File: config.mk
export PLATFORM = sky130hd
export DESIGN_NAME = up_axil_bridge_flat
export DESIGN_NICKNAME = d
export VERILOG_FILES = /design/src/rtl/up_axil_pkg.sv /design/src/rtl/up_axil_bridge_if.sv /design/src/rtl/up_axil_xfer.sv /design/src/rtl/up_axil_bridge.sv /design/src/flat_wrapper.sv
export SDC_FILE = /design/constraint.sdc
export NUM_CORES = 1
export LEC_CHECK = 0
export BUFFER_PORTS_ARGS = -buffer_cell sky130_fd_sc_hd__buf_2
export CAP_MARGIN = 20
export CORE_MARGIN = 2
export CORE_UTILIZATION = 48
export DETAILED_ROUTE_END_ITERATION = 10
export HOLD_SLACK_MARGIN = 0.08
export PLACE_DENSITY = 0.81
export RECOVER_POWER = 100
export SLEW_MARGIN = 20
export SYNTH_ARGS = -nofsm -noshare
export SYNTH_HDL_FRONTEND = slang
export SYNTH_HIERARCHICAL = 1
export SYNTH_SLANG_ARGS = --single-unit
File: constraint.sdc
create_clock -name up_clk -period 5.4 [get_ports up_clk]
set_clock_uncertainty 0.1 [all_clocks]
set_input_delay 0.27 -clock up_clk [delete_from_list [all_inputs] [get_ports up_clk]]
set_output_delay 0.27 -clock up_clk [all_outputs]
set_load 0.05 [all_outputs]
File: src/rtl/up_axil_pkg.sv
// up_axil_pkg: shared response codes, timeout read pattern and engine state encoding
package up_axil_pkg;
  localparam logic [1:0] RESP_OKAY = 2'b00;
  localparam logic [1:0] RESP_SLVERR = 2'b10;
  localparam logic [31:0] TIMEOUT_RDATA = 32'hDEAD_DEAD;
  typedef enum logic [2:0] {ST_IDLE, ST_ACCEPT, ST_REQ, ST_WAIT, ST_RESP} xfer_state_t;
endpackage

File: src/rtl/up_axil_bridge_if.sv
// up_axil_bridge_if: AXI4-Lite slave channels plus the up_* register bus driven by the bridge
interface up_axil_bridge_if #(parameter int ADDRESS_WIDTH = 16);
  logic s_axi_awvalid, s_axi_awready;
  logic [ADDRESS_WIDTH-1:0] s_axi_awaddr;
  logic [2:0] s_axi_awprot;
  logic s_axi_wvalid, s_axi_wready;
  logic [31:0] s_axi_wdata;
  logic [3:0] s_axi_wstrb;
  logic s_axi_bvalid, s_axi_bready;
  logic [1:0] s_axi_bresp;
  logic s_axi_arvalid, s_axi_arready;
  logic [ADDRESS_WIDTH-1:0] s_axi_araddr;
  logic [2:0] s_axi_arprot;
  logic s_axi_rvalid, s_axi_rready;
  logic [31:0] s_axi_rdata;
  logic [1:0] s_axi_rresp;
  logic up_wreq, up_wack, up_rreq, up_rack;
  logic [ADDRESS_WIDTH-3:0] up_waddr, up_raddr;
  logic [31:0] up_wdata, up_rdata;
  modport slave (
    input s_axi_awvalid, s_axi_awaddr, s_axi_awprot, s_axi_wvalid, s_axi_wdata, s_axi_wstrb,
          s_axi_bready, s_axi_arvalid, s_axi_araddr, s_axi_arprot, s_axi_rready,
          up_wack, up_rdata, up_rack,
    output s_axi_awready, s_axi_wready, s_axi_bvalid, s_axi_bresp, s_axi_arready,
           s_axi_rvalid, s_axi_rdata, s_axi_rresp, up_wreq, up_waddr, up_wdata, up_rreq, up_raddr
  );
  modport master (
    output s_axi_awvalid, s_axi_awaddr, s_axi_awprot, s_axi_wvalid, s_axi_wdata, s_axi_wstrb,
           s_axi_bready, s_axi_arvalid, s_axi_araddr, s_axi_arprot, s_axi_rready,
           up_wack, up_rdata, up_rack,
    input s_axi_awready, s_axi_wready, s_axi_bvalid, s_axi_bresp, s_axi_arready,
          s_axi_rvalid, s_axi_rdata, s_axi_rresp, up_wreq, up_waddr, up_wdata, up_rreq, up_raddr
  );
endinterface

File: src/rtl/up_axil_xfer.sv
// up_axil_xfer: one-outstanding accept/request/wait/response engine with ack timeout
module up_axil_xfer
  import up_axil_pkg::*;
#(parameter int TIMEOUT_CYCLES = 32) (
  input  logic up_clk,
  input  logic up_rstn,
  input  logic i_valid,
  input  logic i_ack,
  input  logic i_resp_ready,
  output logic o_ready,
  output logic o_req,
  output logic o_done,
  output logic o_err,
  output logic o_resp_valid
);
  localparam int CW = $clog2(TIMEOUT_CYCLES) + 1;
  xfer_state_t r_state, w_next;
  logic [CW-1:0] r_cnt;
  logic w_wait, w_tmo;
  // the request cycle is the first cycle of the ack window, so a timeout lands TIMEOUT_CYCLES after the request
  assign w_wait = (r_state == ST_REQ) || (r_state == ST_WAIT);
  assign w_tmo = r_cnt == CW'(TIMEOUT_CYCLES - 1);
  assign o_ready = r_state == ST_ACCEPT;
  assign o_req = r_state == ST_REQ;
  assign o_resp_valid = r_state == ST_RESP;
  always_ff @(posedge up_clk or negedge up_rstn)
    if (!up_rstn) begin
      r_state <= ST_IDLE;
      r_cnt <= '0;
    end else begin
      r_state <= w_next;
      r_cnt <= (w_wait && !o_done) ? r_cnt + 1'b1 : '0;
    end
  always_comb begin
    w_next = r_state;
    o_done = 1'b0;
    o_err = 1'b0;
    case (r_state)
      ST_IDLE: w_next = i_valid ? ST_ACCEPT : ST_IDLE;
      ST_ACCEPT: w_next = ST_REQ;
      ST_REQ, ST_WAIT: begin
        o_done = i_ack || w_tmo;
        o_err = !i_ack && w_tmo;
        w_next = o_done ? ST_RESP : ST_WAIT;
      end
      ST_RESP: w_next = i_resp_ready ? ST_IDLE : ST_RESP;
      default: w_next = ST_IDLE;
    endcase
  end
endmodule

File: src/rtl/up_axil_bridge.sv
// up_axil_bridge: AXI4-Lite slave to up_* request/ack register bus, independent write and read engines
module up_axil_bridge
  import up_axil_pkg::*;
#(parameter int ADDRESS_WIDTH = 16, parameter int TIMEOUT_CYCLES = 32) (
  input logic up_clk,
  input logic up_rstn,
  up_axil_bridge_if.slave bus
);
  logic w_wr_ready, w_wr_req, w_wr_done, w_wr_err, w_bvalid;
  logic w_rd_ready, w_rd_req, w_rd_done, w_rd_err, w_rvalid;
  logic w_unused;
  logic [ADDRESS_WIDTH-3:0] r_waddr, r_raddr;
  logic [31:0] r_wdata, r_rdata;
  logic [1:0] r_bresp, r_rresp;
  up_axil_xfer #(.TIMEOUT_CYCLES(TIMEOUT_CYCLES)) u_wr (
    .up_clk(up_clk), .up_rstn(up_rstn),
    .i_valid(bus.s_axi_awvalid && bus.s_axi_wvalid), .i_ack(bus.up_wack), .i_resp_ready(bus.s_axi_bready),
    .o_ready(w_wr_ready), .o_req(w_wr_req), .o_done(w_wr_done), .o_err(w_wr_err), .o_resp_valid(w_bvalid)
  );
  up_axil_xfer #(.TIMEOUT_CYCLES(TIMEOUT_CYCLES)) u_rd (
    .up_clk(up_clk), .up_rstn(up_rstn),
    .i_valid(bus.s_axi_arvalid), .i_ack(bus.up_rack), .i_resp_ready(bus.s_axi_rready),
    .o_ready(w_rd_ready), .o_req(w_rd_req), .o_done(w_rd_done), .o_err(w_rd_err), .o_resp_valid(w_rvalid)
  );
  always_ff @(posedge up_clk or negedge up_rstn)
    if (!up_rstn) begin
      r_waddr <= '0;
      r_wdata <= '0;
      r_raddr <= '0;
      r_rdata <= '0;
      r_bresp <= RESP_OKAY;
      r_rresp <= RESP_OKAY;
    end else begin
      if (w_wr_ready) begin
        r_waddr <= bus.s_axi_awaddr[ADDRESS_WIDTH-1:2];
        r_wdata <= bus.s_axi_wdata;
      end
      if (w_rd_ready) r_raddr <= bus.s_axi_araddr[ADDRESS_WIDTH-1:2];
      if (w_wr_done) r_bresp <= w_wr_err ? RESP_SLVERR : RESP_OKAY;
      if (w_rd_done) begin
        r_rresp <= w_rd_err ? RESP_SLVERR : RESP_OKAY;
        r_rdata <= w_rd_err ? TIMEOUT_RDATA : bus.up_rdata;
      end
    end
  assign bus.s_axi_awready = w_wr_ready;
  assign bus.s_axi_wready = w_wr_ready;
  assign bus.s_axi_bvalid = w_bvalid;
  assign bus.s_axi_bresp = r_bresp;
  assign bus.s_axi_arready = w_rd_ready;
  assign bus.s_axi_rvalid = w_rvalid;
  assign bus.s_axi_rdata = r_rdata;
  assign bus.s_axi_rresp = r_rresp;
  assign bus.up_wreq = w_wr_req;
  assign bus.up_waddr = r_waddr;
  assign bus.up_wdata = r_wdata;
  assign bus.up_rreq = w_rd_req;
  assign bus.up_raddr = r_raddr;
  // protection, strobes and byte-lane address bits carry no meaning for full-word registers
  assign w_unused = ^{bus.s_axi_awprot, bus.s_axi_arprot, bus.s_axi_wstrb,
                      bus.s_axi_awaddr[1:0], bus.s_axi_araddr[1:0]};
endmodule
File: src/flat_wrapper.sv
// flat-port wrapper written by rule: the top's interface ports become plain ports
module up_axil_bridge_flat import up_axil_pkg::*;
#(parameter int ADDRESS_WIDTH = 16, parameter int TIMEOUT_CYCLES = 32)
  (up_clk, up_rstn, bus_s_axi_awvalid, bus_s_axi_awaddr, bus_s_axi_awprot, bus_s_axi_wvalid, bus_s_axi_wdata, bus_s_axi_wstrb, bus_s_axi_bready, bus_s_axi_arvalid, bus_s_axi_araddr, bus_s_axi_arprot, bus_s_axi_rready, bus_up_wack, bus_up_rdata, bus_up_rack, bus_s_axi_awready, bus_s_axi_wready, bus_s_axi_bvalid, bus_s_axi_bresp, bus_s_axi_arready, bus_s_axi_rvalid, bus_s_axi_rdata, bus_s_axi_rresp, bus_up_wreq, bus_up_waddr, bus_up_wdata, bus_up_rreq, bus_up_raddr);
  up_axil_bridge_if #(.ADDRESS_WIDTH(ADDRESS_WIDTH)) bus_i ();
  input logic up_clk;
  input logic up_rstn;
  input wire logic [$bits(bus_i.s_axi_awvalid)-1:0] bus_s_axi_awvalid;
  input wire logic [$bits(bus_i.s_axi_awaddr)-1:0] bus_s_axi_awaddr;
  input wire logic [$bits(bus_i.s_axi_awprot)-1:0] bus_s_axi_awprot;
  input wire logic [$bits(bus_i.s_axi_wvalid)-1:0] bus_s_axi_wvalid;
  input wire logic [$bits(bus_i.s_axi_wdata)-1:0] bus_s_axi_wdata;
  input wire logic [$bits(bus_i.s_axi_wstrb)-1:0] bus_s_axi_wstrb;
  input wire logic [$bits(bus_i.s_axi_bready)-1:0] bus_s_axi_bready;
  input wire logic [$bits(bus_i.s_axi_arvalid)-1:0] bus_s_axi_arvalid;
  input wire logic [$bits(bus_i.s_axi_araddr)-1:0] bus_s_axi_araddr;
  input wire logic [$bits(bus_i.s_axi_arprot)-1:0] bus_s_axi_arprot;
  input wire logic [$bits(bus_i.s_axi_rready)-1:0] bus_s_axi_rready;
  input wire logic [$bits(bus_i.up_wack)-1:0] bus_up_wack;
  input wire logic [$bits(bus_i.up_rdata)-1:0] bus_up_rdata;
  input wire logic [$bits(bus_i.up_rack)-1:0] bus_up_rack;
  output wire logic [$bits(bus_i.s_axi_awready)-1:0] bus_s_axi_awready;
  output wire logic [$bits(bus_i.s_axi_wready)-1:0] bus_s_axi_wready;
  output wire logic [$bits(bus_i.s_axi_bvalid)-1:0] bus_s_axi_bvalid;
  output wire logic [$bits(bus_i.s_axi_bresp)-1:0] bus_s_axi_bresp;
  output wire logic [$bits(bus_i.s_axi_arready)-1:0] bus_s_axi_arready;
  output wire logic [$bits(bus_i.s_axi_rvalid)-1:0] bus_s_axi_rvalid;
  output wire logic [$bits(bus_i.s_axi_rdata)-1:0] bus_s_axi_rdata;
  output wire logic [$bits(bus_i.s_axi_rresp)-1:0] bus_s_axi_rresp;
  output wire logic [$bits(bus_i.up_wreq)-1:0] bus_up_wreq;
  output wire logic [$bits(bus_i.up_waddr)-1:0] bus_up_waddr;
  output wire logic [$bits(bus_i.up_wdata)-1:0] bus_up_wdata;
  output wire logic [$bits(bus_i.up_rreq)-1:0] bus_up_rreq;
  output wire logic [$bits(bus_i.up_raddr)-1:0] bus_up_raddr;
  assign bus_i.s_axi_awvalid = bus_s_axi_awvalid;
  assign bus_i.s_axi_awaddr = bus_s_axi_awaddr;
  assign bus_i.s_axi_awprot = bus_s_axi_awprot;
  assign bus_i.s_axi_wvalid = bus_s_axi_wvalid;
  assign bus_i.s_axi_wdata = bus_s_axi_wdata;
  assign bus_i.s_axi_wstrb = bus_s_axi_wstrb;
  assign bus_i.s_axi_bready = bus_s_axi_bready;
  assign bus_i.s_axi_arvalid = bus_s_axi_arvalid;
  assign bus_i.s_axi_araddr = bus_s_axi_araddr;
  assign bus_i.s_axi_arprot = bus_s_axi_arprot;
  assign bus_i.s_axi_rready = bus_s_axi_rready;
  assign bus_i.up_wack = bus_up_wack;
  assign bus_i.up_rdata = bus_up_rdata;
  assign bus_i.up_rack = bus_up_rack;
  assign bus_s_axi_awready = bus_i.s_axi_awready;
  assign bus_s_axi_wready = bus_i.s_axi_wready;
  assign bus_s_axi_bvalid = bus_i.s_axi_bvalid;
  assign bus_s_axi_bresp = bus_i.s_axi_bresp;
  assign bus_s_axi_arready = bus_i.s_axi_arready;
  assign bus_s_axi_rvalid = bus_i.s_axi_rvalid;
  assign bus_s_axi_rdata = bus_i.s_axi_rdata;
  assign bus_s_axi_rresp = bus_i.s_axi_rresp;
  assign bus_up_wreq = bus_i.up_wreq;
  assign bus_up_waddr = bus_i.up_waddr;
  assign bus_up_wdata = bus_i.up_wdata;
  assign bus_up_rreq = bus_i.up_rreq;
  assign bus_up_raddr = bus_i.up_raddr;
  up_axil_bridge #(.ADDRESS_WIDTH(ADDRESS_WIDTH), .TIMEOUT_CYCLES(TIMEOUT_CYCLES)) u_core (.up_clk(up_clk), .up_rstn(up_rstn), .bus(bus_i));
endmodule
After elaboration in Yosys (flattened, before gate mapping) --
Index checks and enable logic that the tools add are counted.
Storage, ports and cells: flip-flop bits (word level) 114, bits of input ports 115, word-level logic and storage cells 56
Cells by class: $add $sub $neg 2, eq/ne operators 10, multiplexer cells 17, reduce and logical (&&, ||, !) cells 17
Operators by type and width (count):
- two-way mux 32 bit | 1
- one-hot mux 3 bit (4 select lines) | 2
- adder 6 x 1 -> 6 bit (second input constant) | 2
- equality test 3 x 2 -> 1 bit (second input constant) | 4
- equality test 6 x 5 -> 1 bit (second input constant) | 2
- two-way mux 3 bit | 4
- two-way mux 6 bit | 2
- equality test 3 x 1 -> 1 bit (second input constant) | 2
- equality test 3 bit (second input constant) | 2
- logical NOT 3 bit | 2
- two-way mux 1 bit | 6
- logical AND 1 bit | 5
- logical NOT 1 bit | 4
- logical OR 1 bit | 4
- two-way mux 2 bit | 2
- OR reduction 2 bit | 2

Depth between registers and ports, before layout --
depth after elaboration 6, depth in mapped cells 8, gate-level depth less buffers 6

By module --
Netlist, hierarchy kept.
By module, submodules not included:
- up_axil_bridge | times used 1, cells each 273, area each 3828.7 um^2, seq. area each 2352.3 um^2
- up_axil_xfer | times used 2, cells each 43, area each 439.2 um^2, seq. area each 225.2 um^2

Worst setup path after synthesis --
Ideal clock, no wire load.
path kind register to register, start register u_core.u_rd.r_state[1], end register u_core.r_raddr[10], in the netlist u_core/bus.up_raddr[10], data arrival time 2587 ps, required time 5175 ps, setup slack 2588 ps, cell stages (with the launch flop) 4, cells stage by stage dfrtp_1 nor3b_1 buf_6 mux2_2
On the way: word-level cells in the longest chain between the ends 1
Ends and longest elaborated chain:
- from (decl) | line up_axil_xfer.sv:17 | xfer_state_t r_state, w_next;
- from (signal assigned) | line up_axil_xfer.sv:31 | r_state <= w_next;
- equality test 3 x 1 -> 1 bit | line up_axil_xfer.sv:23 | assign o_ready = r_state == ST_ACCEPT;
- via bus_s_axi_arready | line flat_wrapper.sv:26 | output wire logic [$bits(bus_i.s_axi_arready)-1:0] bus_s_axi_arready;
- to (signal assigned) | line up_axil_bridge.sv:38 | if (w_rd_ready) r_raddr <= bus.s_axi_araddr[ADDRESS_WIDTH-1:2];
- to (decl) | line up_axil_bridge.sv:12 | logic [ADDRESS_WIDTH-3:0] r_waddr, r_raddr;
The timed path passes the listed nets, and every way through them passes these cells. A chain may end at the register's enable or synchronous reset.

Final worst setup path --
start register u_core.u_rd.r_state[1], end output bus_s_axi_arready
On the way: word-level cells in the longest chain between the ends 1
Ends and longest elaborated chain (line):
- equality test 3 x 1 -> 1 bit | up_axil_xfer.sv:23
- to (decl) | flat_wrapper.sv:26
Every way passes these cells.

==> flow_summary.yaml <==
run:
  cap_violations: 2
min_path:
  hold_path_depth: 3
  min_from: "bus_up_rdata[11]"
  worstHoldPathType: "primary input to flip-flop"
  min_to: "u_core/bus.s_axi_rdata[11]"
floorplan:
  die_width_um: 103
  core-area_um2: 9640
  floorplan.initialDensity: 0.488
  rows: 36
  die_area_um2: 10600
  num_io_pins: 218
  die_y_um: 103
logic_synthesis:
  synth_top_area_cell: "dfrtp_1"
  yosysWarningCount: 6
  synthCells: 359
  yosysUniqueCellTypes: 32
  yosysSeqAreaShare: 0.595
  ys_top_cells_by_area: "dfrtp_1, mux2_4, mux2_2"
  ys_ff_latch: 112
  synthDominantCellAreaShare: 0.595
  synthesis.area_per_instance_um2: 13.1
  netlist_area_um2: 4710
final_layout:
  stdcell_count: 788
  area_growth_pct: 39.3
  layout_commonest_cell: "dfrtp_1"
  diodes: 0
  mostFrequentLayoutCells: "dfrtp_1, clkbuf_1, buf_2"
  layout.nets: 767
  drive_above_1_share: 0.224
sta:
  rsz0062_at_grt: "no"
  hold_viol: 0
  fin_crit_sh: 0.616
  max_freq_ghz: 0.301
  finalSetupViolCount: 0
  worst-slew-pin-transition_ps: 2060
  drv_slew: 51
  min_period_ps: 3320
  hold_ws_ps: 93.8
  setup_tns_ps: 0
  slew_headroom: -0.375
worst_setup_path:
  reg2reg_from: "u_core/u_rd/r_cnt[0]"
  r2r-end: "u_core/bus.s_axi_rdata[16]"
  rr_worst_depth: 6
  r2r_slack_ps: 2190
  startpoint_type: "flip-flop"
  path_max_fanout: 16
  critPathArrivalTime_ps: 2950
  worst_setup_path_end_kind: "output port"
  worstSetupPathType: "flip-flop to output port"
  crit_required_ps: 5030
cts:
  clock-root-buffer: "clkbuf_8"
  cts-buffers-inserted: 9
  clk_pin_slew_ps: 110
  cts.sinks: 112
  htree_num_levels: 3
  clk_path_buf_depth: 2
  clk_latency_ps: 360
  cts.repair.resized: 0
  cts_tree: "yes"
drt:
  drc: 0
  drt_wl_total_um: 12500
  vias: 3756
  first_pass_iters: 4
  wl_per_cell_um: 15.8
  ant_nets: 0
  drt_iter0_markers: 144
  drt-vias-per-instance: 4.77
global_route:
  antenna_found_initial: 0
  grt_pass1_wl_um: 18300
  grt_pass1_vias: 3855
  overflow: 0
  grt_util_all_layers: 0.228
  grt_max_degree: 66
placed_design:
  place_congestion: 0.784
  dp_hpwl_um: 7260
  io_buffer_count: 201
  dpl.cell_count: 678
pwr:
  power_mw: 4.22
  ir_drop_uv: 445
  pwr_density_cell_nw_per_um2: 644
  leakagePower_nw: 2.96
outcome:
  status: "finished, violations left"
  violations: "capacitance limit, slew limit"
-- Yosys cell counts, drive strengths merged --
| cell type | number |
|---|---|
| xor2 | 4 |
| nand2 | 4 |
| nor3 | 2 |
| nand2b | 2 |
| mux2 | 62 |
| buf | 17 |
| or3b | 2 |
| ha | 2 |
| dfrtp | 112 |
| nand3 | 4 |
| o41ai | 2 |
| nand3b | 10 |
| conb | 1 |
| and2 | 1 |
| or2 | 2 |
| clkbuf | 2 |
| o21bai | 2 |
| nor2 | 58 |
| or3 | 2 |
| a32o | 2 |
| inv | 20 |
| xnor2 | 2 |
| a21oi | 26 |
| o21ai | 14 |
| nand4 | 2 |
| nor3b | 2 |
-- flip-flops by register name, summed over array words and instances (netlist names) --
signal and cells:
u_core/u_wr/r_state 3, u_core/bus.s_axi_rdata 32, u_core/bus.s_axi_bresp 1, u_core/u_rd/r_cnt 6, u_core/bus.up_wdata 32, u_core/bus.up_waddr 14, u_core/bus.up_raddr 14, u_core/bus.s_axi_rresp 1
u_core/u_rd/r_state 3, u_core/u_wr/r_cnt 6
-- power breakdown --
part           internal, mW  leakage [nW]  switching [mW]
clock                 0.181        0.0895           0.276
sequential             1.21          1.34           0.224
combinational         0.515          1.53            1.82
total                  1.91          2.96            2.32
-- how the worst max path moves through the flow --
stage | from | endpoint | slack (ps)
CTS | u_core/u_rd/r_cnt[0] | u_core/bus.s_axi_rdata[13] | 2750
global placement | u_core/u_rd/r_cnt[0] | u_core/bus.s_axi_rdata[4] | 2890
finish | u_core/u_rd/r_state[1] | bus_s_axi_arready | 2080
floorplan | u_core/u_rd/r_state[1] | u_core/bus.up_raddr[10] | 2590
detailed placement | u_core/u_rd/r_cnt[0] | u_core/bus.s_axi_rdata[29] | 2780
global route | u_core/u_rd/r_state[1] | bus_s_axi_arready | 1860
-- cell families after synthesis --
logic type	count (synthesis)	share of synthesized area
buffers and inverters	39	0.0542
AO/OA/AOI/OAI	46	0.0601
adder cells (fa/ha/maj)	2	0.00532
multiplexers	62	0.180
AND/OR/NAND/NOR	91	0.0928
other	1	0.000797
XOR/XNOR	6	0.0112
flip-flops	112	0.595
-- area by class of cell --
class	instances	area, um^2
clock buffers	11	141
clock inverters	5	31.3
fillers	775	3080
inverters	20	75.1
multi-input cells	209	1490
flip-flops and latches	112	2800
well taps	133	166
repair buffers	298	1850
-- critical path, stage by stage, from the launching register on --
cell,delay [ps]
dfrtp_1,440
nor3b_1,1600
clkbuf_1,550
-- routing by layer --
| layer | up-vias | track usage | share of wire |
|---|---|---|---|
| met4 | 0 | 0.0962 | 0.026 |
| met2 | 156 | 0.416 | 0.53 |
| met3 | 27 | 0.0576 | 0.063 |
| li1 | 1779 | - | - |
| met5 | - | 0 | 0 |
| met1 | 1794 | 0.253 | 0.39 |
-- repair_timing --
item	in CTS	in global routing
buffers inserted	0	0
hold buffers	94	0
hold endpoints to repair	149	0
-- through the flow --
stage | area [um^2] | setup slack (ps) | util
after floorplan | 4710 | 2590 | -
after global placement | 5750 | 2890 | 0.597
after detailed placement | 5750 | 2780 | 0.597
after CTS | 6870 | 2750 | 0.712
after global routing | 6560 | 1860 | 0.680
final | 6560 | 2080 | 0.680
Power figures use the tool's default switching activity.
